## config.mk

```make
export PLATFORM = sky130hd
export DESIGN_NAME = tetromino_rng
export DESIGN_NICKNAME = d
export VERILOG_FILES = /design/src/rtl/tetris_pkg.sv /design/src/rtl/von_neumann_extractor.sv /design/src/rtl/tetromino_rng.sv
export SDC_FILE = /design/constraint.sdc
export NUM_CORES = 1
export LEC_CHECK = 0
export ABC_AREA = 1
export CAP_MARGIN = 20
export CORE_MARGIN = 2
export CORE_UTILIZATION = 35
export CTS_CLUSTER_DIAMETER = 120
export DETAILED_ROUTE_END_ITERATION = 10
export DONT_BUFFER_PORTS = 1
export PLACE_DENSITY = 0.46
export SLEW_MARGIN = 20
export SYNTH_ARGS = -nofsm -noshare
export SYNTH_HDL_FRONTEND = slang
export SYNTH_SLANG_ARGS = --single-unit
```

## constraint.sdc

```tcl
create_clock -name clk -period 1.8 [get_ports clk]
set_input_delay 0.45 -clock clk [delete_from_list [all_inputs] [get_ports clk]]
set_output_delay 0.45 -clock clk [all_outputs]
set_load 0.01 [all_outputs]
```

## src/rtl/tetris_pkg.sv

```systemverilog
// rtl/tetris_pkg.sv - shared tetromino index type and helpers
package tetris_pkg;

  typedef enum logic [2:0] {
    PIECE_I = 3'd0,
    PIECE_O = 3'd1,
    PIECE_T = 3'd2,
    PIECE_S = 3'd3,
    PIECE_Z = 3'd4,
    PIECE_J = 3'd5,
    PIECE_L = 3'd6
  } piece_t;

  localparam logic [2:0] PIECE_NONE = 3'd7;

  function automatic logic is_piece(input logic [2:0] code);
    return code != PIECE_NONE;
  endfunction

endpackage

```

## src/rtl/von_neumann_extractor.sv

```systemverilog
// rtl/von_neumann_extractor.sv - pairs raw samples and emits debiased bits
module von_neumann_extractor (
  input  logic clk,
  input  logic reset,
  input  logic sample_en,
  input  logic raw_bit,
  output logic wbit_valid,
  output logic wbit
);

  logic have_first;
  logic first_bit;

  always_ff @(posedge clk) begin
    if (!reset) begin
      have_first <= 1'b0;
      first_bit  <= 1'b0;
    end else if (sample_en) begin
      have_first <= !have_first;
      if (!have_first) first_bit <= raw_bit;
    end
  end

  // Pair 01 gives 0 and 10 gives 1, so the output is simply the first sample.
  assign wbit_valid = sample_en && have_first && (first_bit != raw_bit);
  assign wbit       = first_bit;

endmodule

```

## src/rtl/tetromino_rng.sv

```systemverilog
// rtl/tetromino_rng.sv - whitened-entropy tetromino generator with single reroll
module tetromino_rng
  import tetris_pkg::*;
#(
  parameter int unsigned SAMPLE_DIV = 4,
  parameter int unsigned RUN_LIMIT  = 32
) (
  input  logic   clk,
  input  logic   reset,
  input  logic   random_bit,
  input  logic   piece_ready,
  output logic   piece_valid,
  output piece_t piece,
  output logic   health_fail
);

  localparam logic [7:0] DIV_LAST = 8'(SAMPLE_DIV - 1);
  localparam logic [7:0] RUN_MAX  = 8'(RUN_LIMIT);

  logic [7:0] div_cnt;
  logic       sample_en;

  assign sample_en = (div_cnt == DIV_LAST);

  always_ff @(posedge clk) begin
    if (!reset)         div_cnt <= '0;
    else if (sample_en) div_cnt <= '0;
    else                div_cnt <= div_cnt + 8'd1;
  end

  logic wbit_valid;
  logic wbit;

  von_neumann_extractor u_extractor (
    .clk        (clk),
    .reset      (reset),
    .sample_en  (sample_en),
    .raw_bit    (random_bit),
    .wbit_valid (wbit_valid),
    .wbit       (wbit)
  );

  // Health monitor watches raw samples, before whitening hides a stuck source.
  logic [7:0] run_cnt;
  logic [7:0] run_next;
  logic       prev_sample;

  always_comb begin
    run_next = run_cnt;
    if (run_cnt == 8'd0 || random_bit != prev_sample) run_next = 8'd1;
    else if (run_cnt != RUN_MAX)                      run_next = run_cnt + 8'd1;
  end

  always_ff @(posedge clk) begin
    if (!reset) begin
      run_cnt     <= '0;
      prev_sample <= 1'b0;
      health_fail <= 1'b0;
    end else if (sample_en) begin
      run_cnt     <= run_next;
      prev_sample <= random_bit;
      if (run_next == RUN_MAX) health_fail <= 1'b1;
    end
  end

  logic [2:0] cand;
  logic [1:0] cand_cnt;
  logic       reroll;
  logic [2:0] last_piece;
  logic       complete;
  logic       is_reject;
  logic       is_reroll;
  logic       eligible;
  logic       slot_free;
  logic       accept;
  logic       transfer;
  logic       clear_cand;

  assign complete   = (cand_cnt == 2'd3);
  assign transfer   = piece_valid && piece_ready;
  assign slot_free  = !piece_valid || piece_ready;
  assign is_reject  = complete && !is_piece(cand);
  assign is_reroll  = complete && !is_reject && !reroll && (cand == last_piece);
  assign eligible   = complete && !is_reject && !is_reroll;
  assign accept     = eligible && slot_free;
  assign clear_cand = is_reject || is_reroll || accept;

  always_ff @(posedge clk) begin
    if (!reset) begin
      cand        <= '0;
      cand_cnt    <= '0;
      reroll      <= 1'b0;
      last_piece  <= PIECE_NONE;
      piece_valid <= 1'b0;
      piece       <= PIECE_I;
    end else begin
      // A bit arriving as the old candidate retires starts the next one;
      // a stalled candidate drops it.
      if (clear_cand) begin
        cand     <= {2'b00, wbit && wbit_valid};
        cand_cnt <= {1'b0, wbit_valid};
      end else if (!complete && wbit_valid) begin
        cand     <= {cand[1:0], wbit};
        cand_cnt <= cand_cnt + 2'd1;
      end

      if (is_reroll)   reroll <= 1'b1;
      else if (accept) reroll <= 1'b0;

      if (transfer) last_piece <= piece;

      if (accept) begin
        piece       <= piece_t'(cand);
        piece_valid <= 1'b1;
      end else if (transfer) begin
        piece_valid <= 1'b0;
      end
    end
  end

endmodule

```

==> results of run 1 <==
stage by stage:
step | setup WS, ns | hold slack (ns) | utilization [%]
6_report | 0.1884 | 0.2540 | 38.87
5_1_grt | 0.01620 | 0.2483 | 38.87
3_5_place_dp | 0.1512 | 0.4375 | 36.78
2_1_floorplan | 0.4092 | 0.4175 | -
4_1_cts | 0.1360 | 0.2451 | 38.55
3_3_place_gp | 0.1421 | 0.4323 | 36.78
state kept, by name (all words and copies together) (netlist names):
name / cells
cand_cnt: 2
reroll: 1
cand: 3
health_fail: 1
piece_valid: 1
piece: 3
prev_sample: 1
u_extractor.wbit: 1
last_piece: 3
u_extractor.have_first: 1
div_cnt: 8
run_cnt: 8
routing by layer:
layer,vias to the layer above,track usage (%),routed length [µm],share of wire [%]
met4,0,7.407,108,3.1
met5,-,0,0,0
li1,774,-,-,-
met3,10,4.558,114,3.3
met2,20,21.02,1428,41
met1,603,20.37,1818,52
power breakdown:
part           internal (mW)  switching [mW]  total [mW]
registers              0.754          0.0257       0.779
clock network          0.268           0.285       0.553
logic                 0.0382          0.0649       0.103
total                   1.06           0.376        1.44
logic make-up after synthesis:
logic type,after synthesis
buffers and inverters,38
DFF,33
AOI/OAI and AO/OA,40
xor gates and xnor gates,6
and+or+nand+nor,113
adders and majority gates,4
cell usage after synthesis (all sizes together):
library cell / number
a21oi: 19
a31oi: 1
buf: 2
clkbuf: 1
clkinv: 1
dfxtp: 33
ha: 4
inv: 34
nand2: 56
nand3: 20
nand4: 6
nor2: 25
nor3: 3
nor3b: 1
nor4: 1
o211ai: 3
o21ai: 13
o22ai: 4
or2: 1
xor2: 6
layout make-up:
class | instances | area, µm²
clock inverters | 2 | 10.01
fillers | 494 | 2849
clock buffers | 6 | 72.57
well taps | 54 | 67.56
repair buffers | 2 | 15.01
flip-flops and latches | 33 | 660.6
multi-input cells | 163 | 854.6
inverters | 35 | 131.4
path summary, 6_finish.rpt:
path / slack [ns] / to / startpoint / cells past startpoint
max: 0.19 / div_cnt[5] / div_cnt[0] / 8
min reg2reg: 0.45 / div_cnt[0] / div_cnt[0] / 1
min: 0.25 / last_piece[2] / reset / 1
max reg2reg: 0.19 / div_cnt[5] / div_cnt[0] / 8
==> flow_metrics.env, run 1 <==
export IMPL_worst_setup_path_start_kind="register"
export IMPL_cp_slowest_cell="sky130_fd_sc_hd__dfxtp_1"
export IMPL_hold_viol=0
export IMPL_slew_limit_headroom_pct=78.93
export IMPL_via_per_inst=4.769
export IMPL_compound_cell_area_share_of_the_yosys_netlist_pct=13.06
export IMPL_cts_tree="built"
export IMPL_layout_cells_most_common="sky130_fd_sc_hd__nand2_1"
export IMPL_ctsHtreeMaxLevel=2
export IMPL_synth_cell_area_mm2=0.001667
export IMPL_drc_errors=0
export IMPL_cts_inserted_buffers=5
export IMPL_post_synth_num_cell_types=29
export IMPL_worst_endpoint_required_ns=1.98
export IMPL_root_buffer="sky130_fd_sc_hd__clkbuf_8"
export IMPL_initial_antenna_violation_count=0
export IMPL_via_count=1407
export IMPL_hold_bufs_inserted_after_cts=0
export IMPL_average_wire_per_standard_cell_um=11.76
export IMPL_cts_reportedPaths_clkPinSlew_ns=0.07
export IMPL_grt_max_degree=15
export IMPL_drv_max_cap_violation_count=0
export IMPL_setup_total_negative_slack_ns=0
export IMPL_power_ir_vdd_worst_v=0.0002546
export IMPL_yosys_top_cells_area="sky130_fd_sc_hd__dfxtp_1 40%, sky130_fd_sc_hd__nand2_1 12%, sky130_fd_sc_hd__inv_1 6.3%"
export IMPL_placement_io_buffers=0
export IMPL_post_synth_top_area_cell="sky130_fd_sc_hd__dfxtp_1"
export IMPL_first_global_vias=1331
export IMPL_synth_adder_area_share_pct=3.003
export IMPL_synth_simple_area_share_pct=31.61
export IMPL_count_of_clock_tree_sinks=33
export IMPL_drt_wl_total_mm=3.470
export IMPL_critical_path_peak_fanout=14
export IMPL_share_of_final_layout_standard_cells_stronger_than_drive_strength_1_pct=12.03
export IMPL_crit_path_cell_trace="ha_1 -> nand3_1 -> nor2_4 -> nor2_2 -> inv_2 -> a21oi_1 -> o21ai_0 -> inv_1"
export IMPL_placeableCoreArea_mm2=0.004661
export IMPL_outcome="complete, no violations"
export IMPL_dp_cells=285
export IMPL_fp_row_count=25
export IMPL_synth_top_family_by_area="simple AND/OR/NAND/NOR gates"
export IMPL_maxClockFrequency_mhz=620.5
export IMPL_crit_path_end_kind="register"
export IMPL_cp_arrival_ns=1.79
export IMPL_worst_slew_pin_transition_ns=0.3157
export IMPL_timing_final_crit_period_ns=1.612
export IMPL_synthXorXnorAreaFrac_pct=3.604
export IMPL_worst_setup_path_class="reg2reg"
export IMPL_cts_resized_gates=0
export IMPL_floorplan_die_width_um=73.01
export IMPL_ctsLongestPathBuffers=2
export IMPL_postSynthCellCount=234
export IMPL_top_level_ports=9
export IMPL_layout_cells_most_common_list="53 x sky130_fd_sc_hd__nand2_1, 33 x sky130_fd_sc_hd__dfxtp_1, 28 x sky130_fd_sc_hd__inv_1"
export IMPL_final_instance_count_excl_fill=295
export IMPL_synth_seq_cells=33
export IMPL_powerDensity_mw_per_mm2=792.2
export IMPL_nets=248
export IMPL_leakagePower_nw=0.7150
export IMPL_critical_path_max_stage_delay_ns=0.35
export IMPL_initial_core_utilization_pct=35.76
export IMPL_syn_nets=242
export IMPL_skew_final_ns=0.01050
export IMPL_synth_warning_count=0
export IMPL_fin_crit_sh_pct=89.53
export IMPL_setup_viol=0
export IMPL_critical_path_top_delay_family="simple AND/OR/NAND/NOR gates"
export IMPL_grt_first_pass_wirelength_mm=5.989
export IMPL_grt_setup_unrepaired="no"
export IMPL_layout_cell_area_non_filler_mm2=0.001812
export IMPL_number_of_buffers_inserted_by_post_cts_setup_repair=0
export IMPL_placement_stage_cell_area_mm2=0.001714
export IMPL_hpwl_mm=2.544
export IMPL_design_die_area_mm2=0.005330
export IMPL_place_congestion=0.7581
export IMPL_drc_violation_total_after_the_first_tritonroute_iteration=50
export IMPL_syn_avg_cell_area_um2=7.122
export IMPL_post_layout_power_mw=1.435
export IMPL_synth_sequential_area_ratio_pct=39.64
export IMPL_area_growth_synth_to_final_pct=8.709
export IMPL_die_h_um=73.01
export IMPL_timing_final_max_slew_violations=0
export IMPL_yosys_mux_area_fraction_pct=0
export IMPL_drt_pre_antenna_iters=4
export IMPL_detail_route_antenna_nets=0
export IMPL_track_usage_pct=14.90
export IMPL_synth_top_cell_area_share_pct=39.64
export IMPL_overflow=0
export IMPL_holdCritPathClass="in2reg"
export IMPL_crit_path_buf_inv_count=2
export IMPL_clock_latency_late_sink_ns=0.29
export IMPL_antennaDiodeCount=0
No activity file was read; power rests on OpenSTA's default activity.
==> inputs of run 2 (changes only) <==
GPL_ROUTABILITY_DRIVEN = 0   (was default)
HOLD_SLACK_MARGIN = 0.08   (was default)
PLACE_DENSITY = 0.48   (was 0.46)
clock period = 1.3 ns   (was 1.8 ns; I/O delays follow)
==> flow_metrics.env, run 2 (synthesized netlist as in run 1, its figures left out) <==
export IMPL_outcome="complete, but fails checks"
export IMPL_violated_checks="setup timing"
export IMPL_worst_setup_path_class="reg2reg"
export IMPL_slew_limit_headroom_pct=82.61
export IMPL_count_of_clock_tree_sinks=33
export IMPL_path_common_cell="sky130_fd_sc_hd__nand2_1"
export IMPL_critical_path_peak_fanout=5
export IMPL_worst_endpoint_required_ns=1.52
export IMPL_design_die_area_mm2=0.005330
export IMPL_antennaDiodeCount=0
export IMPL_grt_setup_unrepaired="yes"
export IMPL_initial_antenna_violation_count=0
export IMPL_timing_final_crit_period_ns=1.417
export IMPL_detail_route_antenna_nets=0
export IMPL_post_route_util_pct=56.56
export IMPL_grt_first_pass_wirelength_mm=6.706
export IMPL_area_growth_synth_to_final_pct=58.18
export IMPL_root_buffer="sky130_fd_sc_hd__clkbuf_8"
export IMPL_track_usage_pct=16.03
export IMPL_power_ir_vdd_worst_v=0.0006664
export IMPL_skew_final_ns=0.003817
export IMPL_drt_pre_antenna_iters=4
export IMPL_crit_path_buf_inv_count=1
export IMPL_ctsLongestPathBuffers=2
export IMPL_nets=294
export IMPL_layout_cells_most_common="sky130_fd_sc_hd__buf_4"
export IMPL_crit_path_end_kind="register"
export IMPL_critical_path_max_stage_delay_ns=0.40
export IMPL_placeableCoreArea_mm2=0.004661
export IMPL_layout_cells_most_common_list="36 x sky130_fd_sc_hd__buf_4, 35 x sky130_fd_sc_hd__nand2_1, 22 x sky130_fd_sc_hd__inv_1"
export IMPL_drv_max_cap_violation_count=0
export IMPL_die_h_um=73.01
export IMPL_leakagePower_nw=1.056
export IMPL_drc_errors=0
export IMPL_worst_setup_path_start_kind="register"
export IMPL_ff_latch_area_um2=691.9
export IMPL_powerDensity_mw_per_mm2=799.9
export IMPL_timing_final_max_slew_violations=0
export IMPL_drt_wl_total_mm=3.995
export IMPL_first_global_vias=1552
export IMPL_via_per_inst=4.771
export IMPL_cts_reportedPaths_clkPinSlew_ns=0.07
export IMPL_ctsHtreeMaxLevel=2
export IMPL_n_fill_cell=422
export IMPL_layout_cell_area_non_filler_mm2=0.002636
export IMPL_floorplan_die_width_um=73.01
export IMPL_fin_crit_sh_pct=109.0
export IMPL_holdPathStages=1
export IMPL_drc_violation_total_after_the_first_tritonroute_iteration=77
export IMPL_worst_slew_pin_transition_ns=0.2584
export IMPL_placement_io_buffers=0
export IMPL_holdCritPathClass="in2reg"
export IMPL_clock_latency_late_sink_ns=0.28
export IMPL_top_level_ports=9
export IMPL_multi_input_area_mm2=0.001217
export IMPL_cts_tree="built"
export IMPL_setup_viol=8
export IMPL_hold_viol=0
export IMPL_hpwl_mm=2.812
export IMPL_cp_arrival_ns=1.64
export IMPL_cp_slowest_cell="sky130_fd_sc_hd__dfxtp_2"
export IMPL_share_of_final_layout_standard_cells_stronger_than_drive_strength_1_pct=53.31
export IMPL_fp_row_count=25
export IMPL_crit_path_cell_trace="buf_4 -> nand2_1 -> o21ai_1 -> nand2_1 -> nand2_4 -> nand3_2 -> nor2_1 -> nand2_1 -> a21oi_2"
export IMPL_initial_core_utilization_pct=35.76
export IMPL_top_regs="div_cnt (8), run_cnt (8)"
export IMPL_via_count=1627
export IMPL_overflow=0
export IMPL_cts_inserted_buffers=5
export IMPL_hold_bufs_inserted_after_cts=0
export IMPL_maxClockFrequency_mhz=705.7
export IMPL_average_wire_per_standard_cell_um=11.72
export IMPL_worst_slack_ns=-0.1170
export IMPL_placement_stage_cell_area_mm2=0.002058
export IMPL_critical_path_top_delay_family="simple AND/OR/NAND/NOR gates"
export IMPL_reg2reg_depth=9
export IMPL_grt_max_degree=15
export IMPL_crit_cells=9
-- run 2: cell count changes in the layout (fill, tap and decap cells not counted), sizes merged --
cell  before  now
buf        2   48
-- run 2: final timing paths --
check	startpoint	slack [ns]	end
worst max-delay path	run_cnt[2]	-0.12	health_fail
worst min-delay path	reset	0.14	last_piece[0]
worst max register to register	run_cnt[2]	-0.12	health_fail
worst min register to register	prev_sample	0.49	prev_sample
-- run 2: cell type report --
cell class                      instances  area share [%]
Inverter                               35           5.838
Clock buffer                            6           2.753
Multi-Input combinational cell        163           46.18
Timing Repair Buffer                   48           16.04
Sequential cell                        33           26.25
Tap cell                               54           2.563
Clock inverter                          2          0.3797
-- run 2: layer usage --
layer	global-route usage [%]	share of wire, %	vias to the layer above
met5	0	0	-
met4	4.938	1.1	0
met3	4.420	2.7	5
met2	25.13	50	9
met1	21.37	46	737
li1	-	-	876
-- run 2: metrics by stage --
| step | hold WS (ns) | total power, mW | setup slack [ns] | instances | TNS (ns) |
|---|---|---|---|---|---|
| final | 0.1372 | 2.109 | -0.1170 | 341 | -0.3548 |
| after global routing | 0.1262 | 2.222 | -0.2068 | 341 | -1.417 |
| after CTS | 0.1299 | 2.094 | -0.06744 | 336 | -0.2974 |
| after detailed placement | 0.4306 | 1.300 | -0.1282 | 324 | -1.139 |
| after global placement | 0.4272 | 1.301 | -0.1397 | 324 | -0.8809 |
| after floorplan | 0.4193 | 1.234 | 0.005335 | 234 | 0 |
-- run 2: power breakdown --
part | switching (mW) | leakage [nW] | internal [mW]
Clock | 0.374 | 0.0450 | 0.371
Combinational | 0.145 | 0.737 | 0.136
Sequential | 0.0485 | 0.274 | 1.03
-- run 2: repair_timing --
action,4_1_cts,5_1_grt
resized for setup,25,95
buffers inserted,4,5
pin swaps,10,35
cloned,0,0
endpoints found under the setup margin,28,22
